`src/rtl/max7219_pkg.sv`:
```
// Shared types and MAX7219 register map for the SPI arbiter slice.
package max7219_pkg;

    localparam int WORD_W = 16;

    typedef enum logic [2:0] {
        IDLE,
        START,
        SETTLE,
        SHIFT,
        GAP
    } state_t;

    localparam logic [7:0] ADDR_DIGIT0       = 8'h01;
    localparam logic [7:0] ADDR_DIGIT1       = 8'h02;
    localparam logic [7:0] ADDR_DIGIT2       = 8'h03;
    localparam logic [7:0] ADDR_DIGIT3       = 8'h04;
    localparam logic [7:0] ADDR_DIGIT4       = 8'h05;
    localparam logic [7:0] ADDR_DIGIT5       = 8'h06;
    localparam logic [7:0] ADDR_DIGIT6       = 8'h07;
    localparam logic [7:0] ADDR_DIGIT7       = 8'h08;
    localparam logic [7:0] ADDR_DECODE       = 8'h09;
    localparam logic [7:0] ADDR_INTENSITY    = 8'h0A;
    localparam logic [7:0] ADDR_SCAN_LIMIT   = 8'h0B;
    localparam logic [7:0] ADDR_SHUTDOWN     = 8'h0C;
    localparam logic [7:0] ADDR_DISPLAY_TEST = 8'h0F;

    function automatic logic [WORD_W-1:0] mk_frame(input logic [7:0] addr, input logic [7:0] value);
        return {addr, value};
    endfunction

    function automatic logic is_reg_addr(input logic [7:0] addr);
        return addr inside {ADDR_DIGIT0, ADDR_DIGIT1, ADDR_DIGIT2, ADDR_DIGIT3,
                            ADDR_DIGIT4, ADDR_DIGIT5, ADDR_DIGIT6, ADDR_DIGIT7,
                            ADDR_DECODE, ADDR_INTENSITY, ADDR_SCAN_LIMIT,
                            ADDR_SHUTDOWN, ADDR_DISPLAY_TEST};
    endfunction

endpackage

```
`src/rtl/rr_pick.sv`:
```
// Combinational round-robin picker: first set req bit at or after ptr, wrapping.
module rr_pick #(
    parameter int NREQ = 3,
    parameter int PW   = (NREQ > 1) ? $clog2(NREQ) : 1
) (
    input  logic [NREQ-1:0] req,
    input  logic [PW-1:0]   ptr,
    output logic [NREQ-1:0] winner,
    output logic            valid
);

    int idx;

    always_comb begin
        winner = '0;
        valid  = 1'b0;
        idx    = 0;
        for (int i = 0; i < NREQ; i++) begin
            idx = int'(ptr) + i;
            if (idx >= NREQ) idx = idx - NREQ;
            if (!valid && req[idx]) begin
                winner[idx] = 1'b1;
                valid       = 1'b1;
            end
        end
    end

endmodule

```
`src/rtl/max7219_spi_arbiter.sv`:
```
// Round-robin arbiter sharing one SPI master among NREQ MAX7219 frame sources,
// with CS framing, busy-lag settle cycle, timeout abort and inter-frame CS gap.
module max7219_spi_arbiter
    import max7219_pkg::*;
#(
    parameter int NREQ    = 3,
    parameter int CS_GAP  = 2,
    parameter int TIMEOUT = 64
) (
    input  logic                   clk,
    input  logic                   rst,
    input  logic [NREQ-1:0]        req,
    input  logic [WORD_W*NREQ-1:0] req_data,
    output logic [NREQ-1:0]        grant,
    output logic [NREQ-1:0]        done,
    output logic                   error,
    output logic                   spi_start,
    output logic [WORD_W-1:0]      spi_data,
    input  logic                   spi_busy,
    output logic                   CS
);

    localparam int PW = (NREQ > 1) ? $clog2(NREQ) : 1;
    localparam int TW = $clog2(TIMEOUT + 1);

    state_t            state;
    logic [PW-1:0]     ptr;
    logic [PW-1:0]     nptr;
    logic [NREQ-1:0]   pick;
    logic              pick_vld;
    logic [NREQ-1:0]   cur;
    logic [WORD_W-1:0] sel_data;
    logic [TW-1:0]     tcnt;
    logic [3:0]        gcnt;

    rr_pick #(.NREQ(NREQ), .PW(PW)) u_pick (
        .req    (req),
        .ptr    (ptr),
        .winner (pick),
        .valid  (pick_vld)
    );

    // Winner's frame and the pointer slot just past it.
    always_comb begin
        sel_data = '0;
        nptr     = '0;
        for (int i = 0; i < NREQ; i++) begin
            if (pick[i]) begin
                sel_data = req_data[WORD_W*i +: WORD_W];
                nptr     = (i == NREQ - 1) ? '0 : PW'(i + 1);
            end
        end
    end

    always_ff @(posedge clk) begin
        if (rst) begin
            state     <= IDLE;
            ptr       <= '0;
            cur       <= '0;
            tcnt      <= '0;
            gcnt      <= '0;
            grant     <= '0;
            done      <= '0;
            error     <= 1'b0;
            spi_start <= 1'b0;
            spi_data  <= '0;
            CS        <= 1'b1;
        end else begin
            grant     <= '0;
            done      <= '0;
            error     <= 1'b0;
            spi_start <= 1'b0;
            case (state)
                IDLE: begin
                    if (pick_vld) begin
                        state     <= START;
                        grant     <= pick;
                        cur       <= pick;
                        spi_data  <= sel_data;
                        spi_start <= 1'b1;
                        CS        <= 1'b0;
                        ptr       <= nptr;
                        tcnt      <= '0;
                    end
                end
                START:  state <= SETTLE;
                SETTLE: state <= SHIFT;
                SHIFT: begin
                    if (!spi_busy) begin
                        done  <= cur;
                        CS    <= 1'b1;
                        gcnt  <= '0;
                        state <= GAP;
                    end else if (tcnt == TW'(TIMEOUT - 1)) begin
                        error <= 1'b1;
                        CS    <= 1'b1;
                        gcnt  <= '0;
                        state <= GAP;
                    end else begin
                        tcnt <= tcnt + 1'b1;
                    end
                end
                GAP: begin
                    if (gcnt == 4'(CS_GAP - 1)) state <= IDLE;
                    else                        gcnt  <= gcnt + 1'b1;
                end
                default: state <= IDLE;
            endcase
        end
    end

endmodule

```
`config.mk`:
```
export PLATFORM = sky130hd
export DESIGN_NAME = max7219_spi_arbiter
export DESIGN_NICKNAME = d
export VERILOG_FILES = /design/src/rtl/max7219_pkg.sv /design/src/rtl/rr_pick.sv /design/src/rtl/max7219_spi_arbiter.sv
export SDC_FILE = /design/constraint.sdc
export NUM_CORES = 1
export LEC_CHECK = 0
export ABC_AREA = 1
export CAP_MARGIN = 30
export CORE_AREA = 4 4 78 80
export DETAILED_ROUTE_END_ITERATION = 16
export DIE_AREA = 0 0 82 84
export GPL_ROUTABILITY_DRIVEN = 0
export GPL_TIMING_DRIVEN = 1
export PLACE_DENSITY = 0.85
export SYNTH_ARGS = -nofsm -noshare
export SYNTH_HDL_FRONTEND = slang
export SYNTH_SLANG_ARGS = --single-unit
```
`constraint.sdc`:
```
create_clock -name clk -period 2.5 [get_ports clk]
set_input_delay 0.5 -clock clk [delete_from_list [all_inputs] [get_ports clk]]
set_output_delay 0.5 -clock clk [all_outputs]
set_load 0.02 [all_outputs]
```
==> reports/qor.csv <==
stage;metric;value;unit
sta;final_max_slew_viol_count;0;
layout;area_growth_syn_to_layout;40.44;%
clock_tree;worstSkewPairLatency;0.30;ns
worst_setup_path;cp.buffers_inverters;2;
global_routing;grt_pass1_wl;10320;microns
route;wl_per_cell;11.56;microns
route;wl_met1;2420;microns
layout;n_antenna_cell;0;
floorplan;die_x;82;microns
logic_synthesis;synthTopCellsByArea;dfxtp_1 (36%), nand2_1 (21%), nor2_1 (6.5%), inv_1 (6.0%), nand3_1 (4.7%);
logic_synthesis;synth_cell_types;31;
floorplan;num_rows;27;
logic_synthesis;synth_top_area_share;0.3608;
power_and_ir_drop;finalPower;0.004183;W
logic_synthesis;synth_seq_cells;44;
global_routing;grt_overflow;0;
power_and_ir_drop;power.density;1220;nW/um^2
placed_design;dp_hpwl;4678;microns
power_and_ir_drop;power_leakage;1.544;nW
clock_tree;clock_sinks;44;
layout;fill_cells;485;
worst_setup_path;r2r-end;spi_data[3];
sta;hold_viol_final;0;
logic_synthesis;yosys_warnings;0;
sta;grt_setup_unrepaired;false;
global_routing;grt_use_total;0.1883;
worst_setup_path;cp_cell_sequence;inv_1, ha_1, inv_2, nand2_2, nand3_2, nand2_2, nand3_2, nor2_1, nor2_1, nor2_2, nand2_1, nor2_2, nand2_1, nand2_1;
layout;multi_input_area;1340;sq um
run;cap_violations;0;
worst_setup_path;critPathKind;reg2reg;
placed_design;place_inst;514;
route;ant_nets;0;
floorplan;start_util;0.4516;
logic_synthesis;ys_seq_area_frac;0.3608;
route;dr_total_vias;2527;
floorplan;dieArea;6888;sq um
clock_tree;clk_pin_slew;0.09;ns
route;route.met2.wl;2953;microns
run_status;status;finished clean;
layout;utilization;0.6343;
min_path;hold_depth;2;
logic_synthesis;synthArstFlopShare;0;
clock_tree;clock-root-buffer;clkbuf_8;
clock_tree;numCtsBuffers;5;
worst_setup_path;worst_path_most_repeated_cell;nand2_1;
sta;post-route-min-period;2.229;ns
worst_setup_path;crit_path_top_delay_cell;ha_1;
layout;regArea;880.8;sq um
sta;timing.fmax;448.6;MHz
layout;num-nets-final;510;
sta;worst_slew_pin_slew;0.4819;ns
min_path;hp-class;reg2reg;
route;met3WireLength;550;microns
layout;stdcell_count;522;
sta;setup-tns-final;0;ns
route;vias_per_cell;4.841;
logic_synthesis;syn-instance-count;364;
route;drc_errors;0;
logic_synthesis;syn-num-nets;425;
global_routing;grt_max_degree;18;
clock_tree;htreeDepth;2;
floorplan;core;5405;sq um
clock_tree;clk_path_buf_depth;2;
worst_setup_path;arrival;2.48;ns
worst_setup_path;crit_path_max_fanout;6;
logic_synthesis;synth-edff-count;0;
worst_setup_path;timing.rr.start;ptr[0];
sta;relSlewSlack;0.6766;
min_path;worstHoldStart;spi_data[13];
sta;finalWorstSetupSlack;0.2708;ns
logic_synthesis;netlist_top_cells_count;nand2_1 (138), dfxtp_1 (44), nor2_1 (42);
sta;finalCritPeriodShare;0.8917;
sta;setup_violations;0;
worst_setup_path;start_kind;flop;
power_and_ir_drop;ir_drop;0.0006033;V
global_routing;antenna_found_initial;0;
min_path;min_to;spi_data[13];
route;dr.max_layer_used;met4;
sta;clock_skew;0.009045;ns
layout;drive_above_1_share;0.09556;
worst_setup_path;crit_path_max_incr_delay;0.41;ns
logic_synthesis;synthesis.area;2441;sq um
placed_design;post-place-ws;0.07896;ns
logic_synthesis;syn_avg_cell_area;6.706;sq um
floorplan;die_h;84;microns
logic_synthesis;yosys.area.top_type;dfxtp_1;
global_routing;grt_pass1_vias;2386;
worst_setup_path;worstPathRequired;2.75;ns
route;drt-initial-drc-count;102;
worst_setup_path;rr_worst_depth;14;
logic_synthesis;synth_top_flop_cell;dfxtp_1;
route;first_pass_iters;4;
logic_synthesis;yosysMostFrequentCell;nand2_1;
worst_setup_path;cp-end-kind;flop;
floorplan;ios;79;
worst_setup_path;crit_family;simple AND/OR/NAND/NOR gates;
placed_design;port-buffer-count;78;
clock_tree;cts_tree;built;
clock_tree;ctsHoldBuffers;0;
route;routed_wl;6036;microns
worst_setup_path;reg2reg_slack;0.27;ns
[logic make-up after synthesis]
group | synth area share
and+or+nand+nor | 0.4362
DFF | 0.3608
xor gates and xnor gates | 0.01077
adders and majority gates | 0.03588
buffers and inverters | 0.09123
AOI/OAI and AO/OA | 0.06509
[placed cells by master (no fill, tap or decap)]
cell	instances
nand2_1	137
clkdlybuf4s50_1	78
dfxtp_1	44
nor2_1	42
inv_1	39
nand3_1	23
a21oi_1	13
buf_4	8
ha_1	7
nand4_1	6
nand2_2	5
clkbuf_8	5
nor2_4	4
o21ai_1	4
nand3_2	4
o22ai_1	4
nor2_2	3
nor3_1	3
o21ai_0	3
inv_2	2
nand2_4	2
nor2_8	2
xor2_1	2
clkinv_4	2
nor3_2	1
o21ai_4	1
nand2_8	1
o2111ai_1	1
inv_4	1
o21ai_2	1
xnor2_1	1
bufinv_16	1
[layout make-up]
class / instances / area share
Clock buffer: 5 / 0.02007
Inverter: 42 / 0.04672
Timing Repair Buffer: 86 / 0.2453
Tap cell: 72 / 0.02628
Sequential cell: 44 / 0.2569
Clock inverter: 3 / 0.01387
Multi-Input combinational cell: 270 / 0.3909
[state kept, by name, summed over array words and instances (netlist names)]
name	flops
tcnt	7
CS	1
spi_start	1
ptr	2
state	3
gcnt	4
cur	3
grant	3
error	1
spi_data	16
done	3
[how the worst max path moves through the flow]
stage	endpoint	cells after the start	from
after detailed placement	spi_data[6]	14	req[2]
final	spi_data[3]	14	ptr[0]
after global placement	spi_data[11]	14	req[2]
after global routing	spi_data[1]	14	ptr[0]
after floorplan	spi_data[11]	16	ptr[0]
after CTS	spi_data[6]	15	ptr[0]
[worst register-to-register path, stage by stage, from the launching register on]
cell	delay, ns
dfxtp_1	0.37
inv_1	0.09
ha_1	0.41
inv_2	0.11
nand2_2	0.10
nand3_2	0.06
nand2_2	0.12
nand3_2	0.10
nor2_1	0.10
nor2_1	0.08
nor2_2	0.17
nand2_1	0.11
nor2_2	0.22
nand2_1	0.09
nand2_1	0.07
[layer usage]
layer	track usage	vias to the layer above
met5	0	-
met1	0.2235	1120
li1	-	1297
met4	0.06647	0
met2	0.3101	98
met3	0.06371	12
[timing repair]
action | in CTS | in global routing
endpoints found under the setup margin | 0 | 1
buffers inserted | 0 | 0
gates resized for setup | 0 | 1
[where the power goes]
| group | leakage [nW] | internal, W | switching, W |
|---|---|---|---|
| Sequential | 0.359 | 0.000920 | 0.000115 |
| Clock | 0.0583 | 0.000301 | 0.000258 |
| Combinational | 1.13 | 0.000980 | 0.00161 |
| Total | 1.54 | 0.00220 | 0.00198 |
[through the flow]
| stage | hold slack (ns) | instance area (sq um) |
|---|---|---|
| 6_report | 0.4534 | 3428 |
| 5_1_grt | 0.4794 | 3428 |
| 4_1_cts | 0.4543 | 3426 |
| 3_5_place_dp | 0.4375 | 3309 |
| 3_3_place_gp | 0.4302 | 3309 |
| 2_1_floorplan | 0.4161 | 2441 |
(Power assumes the default switching activity.)
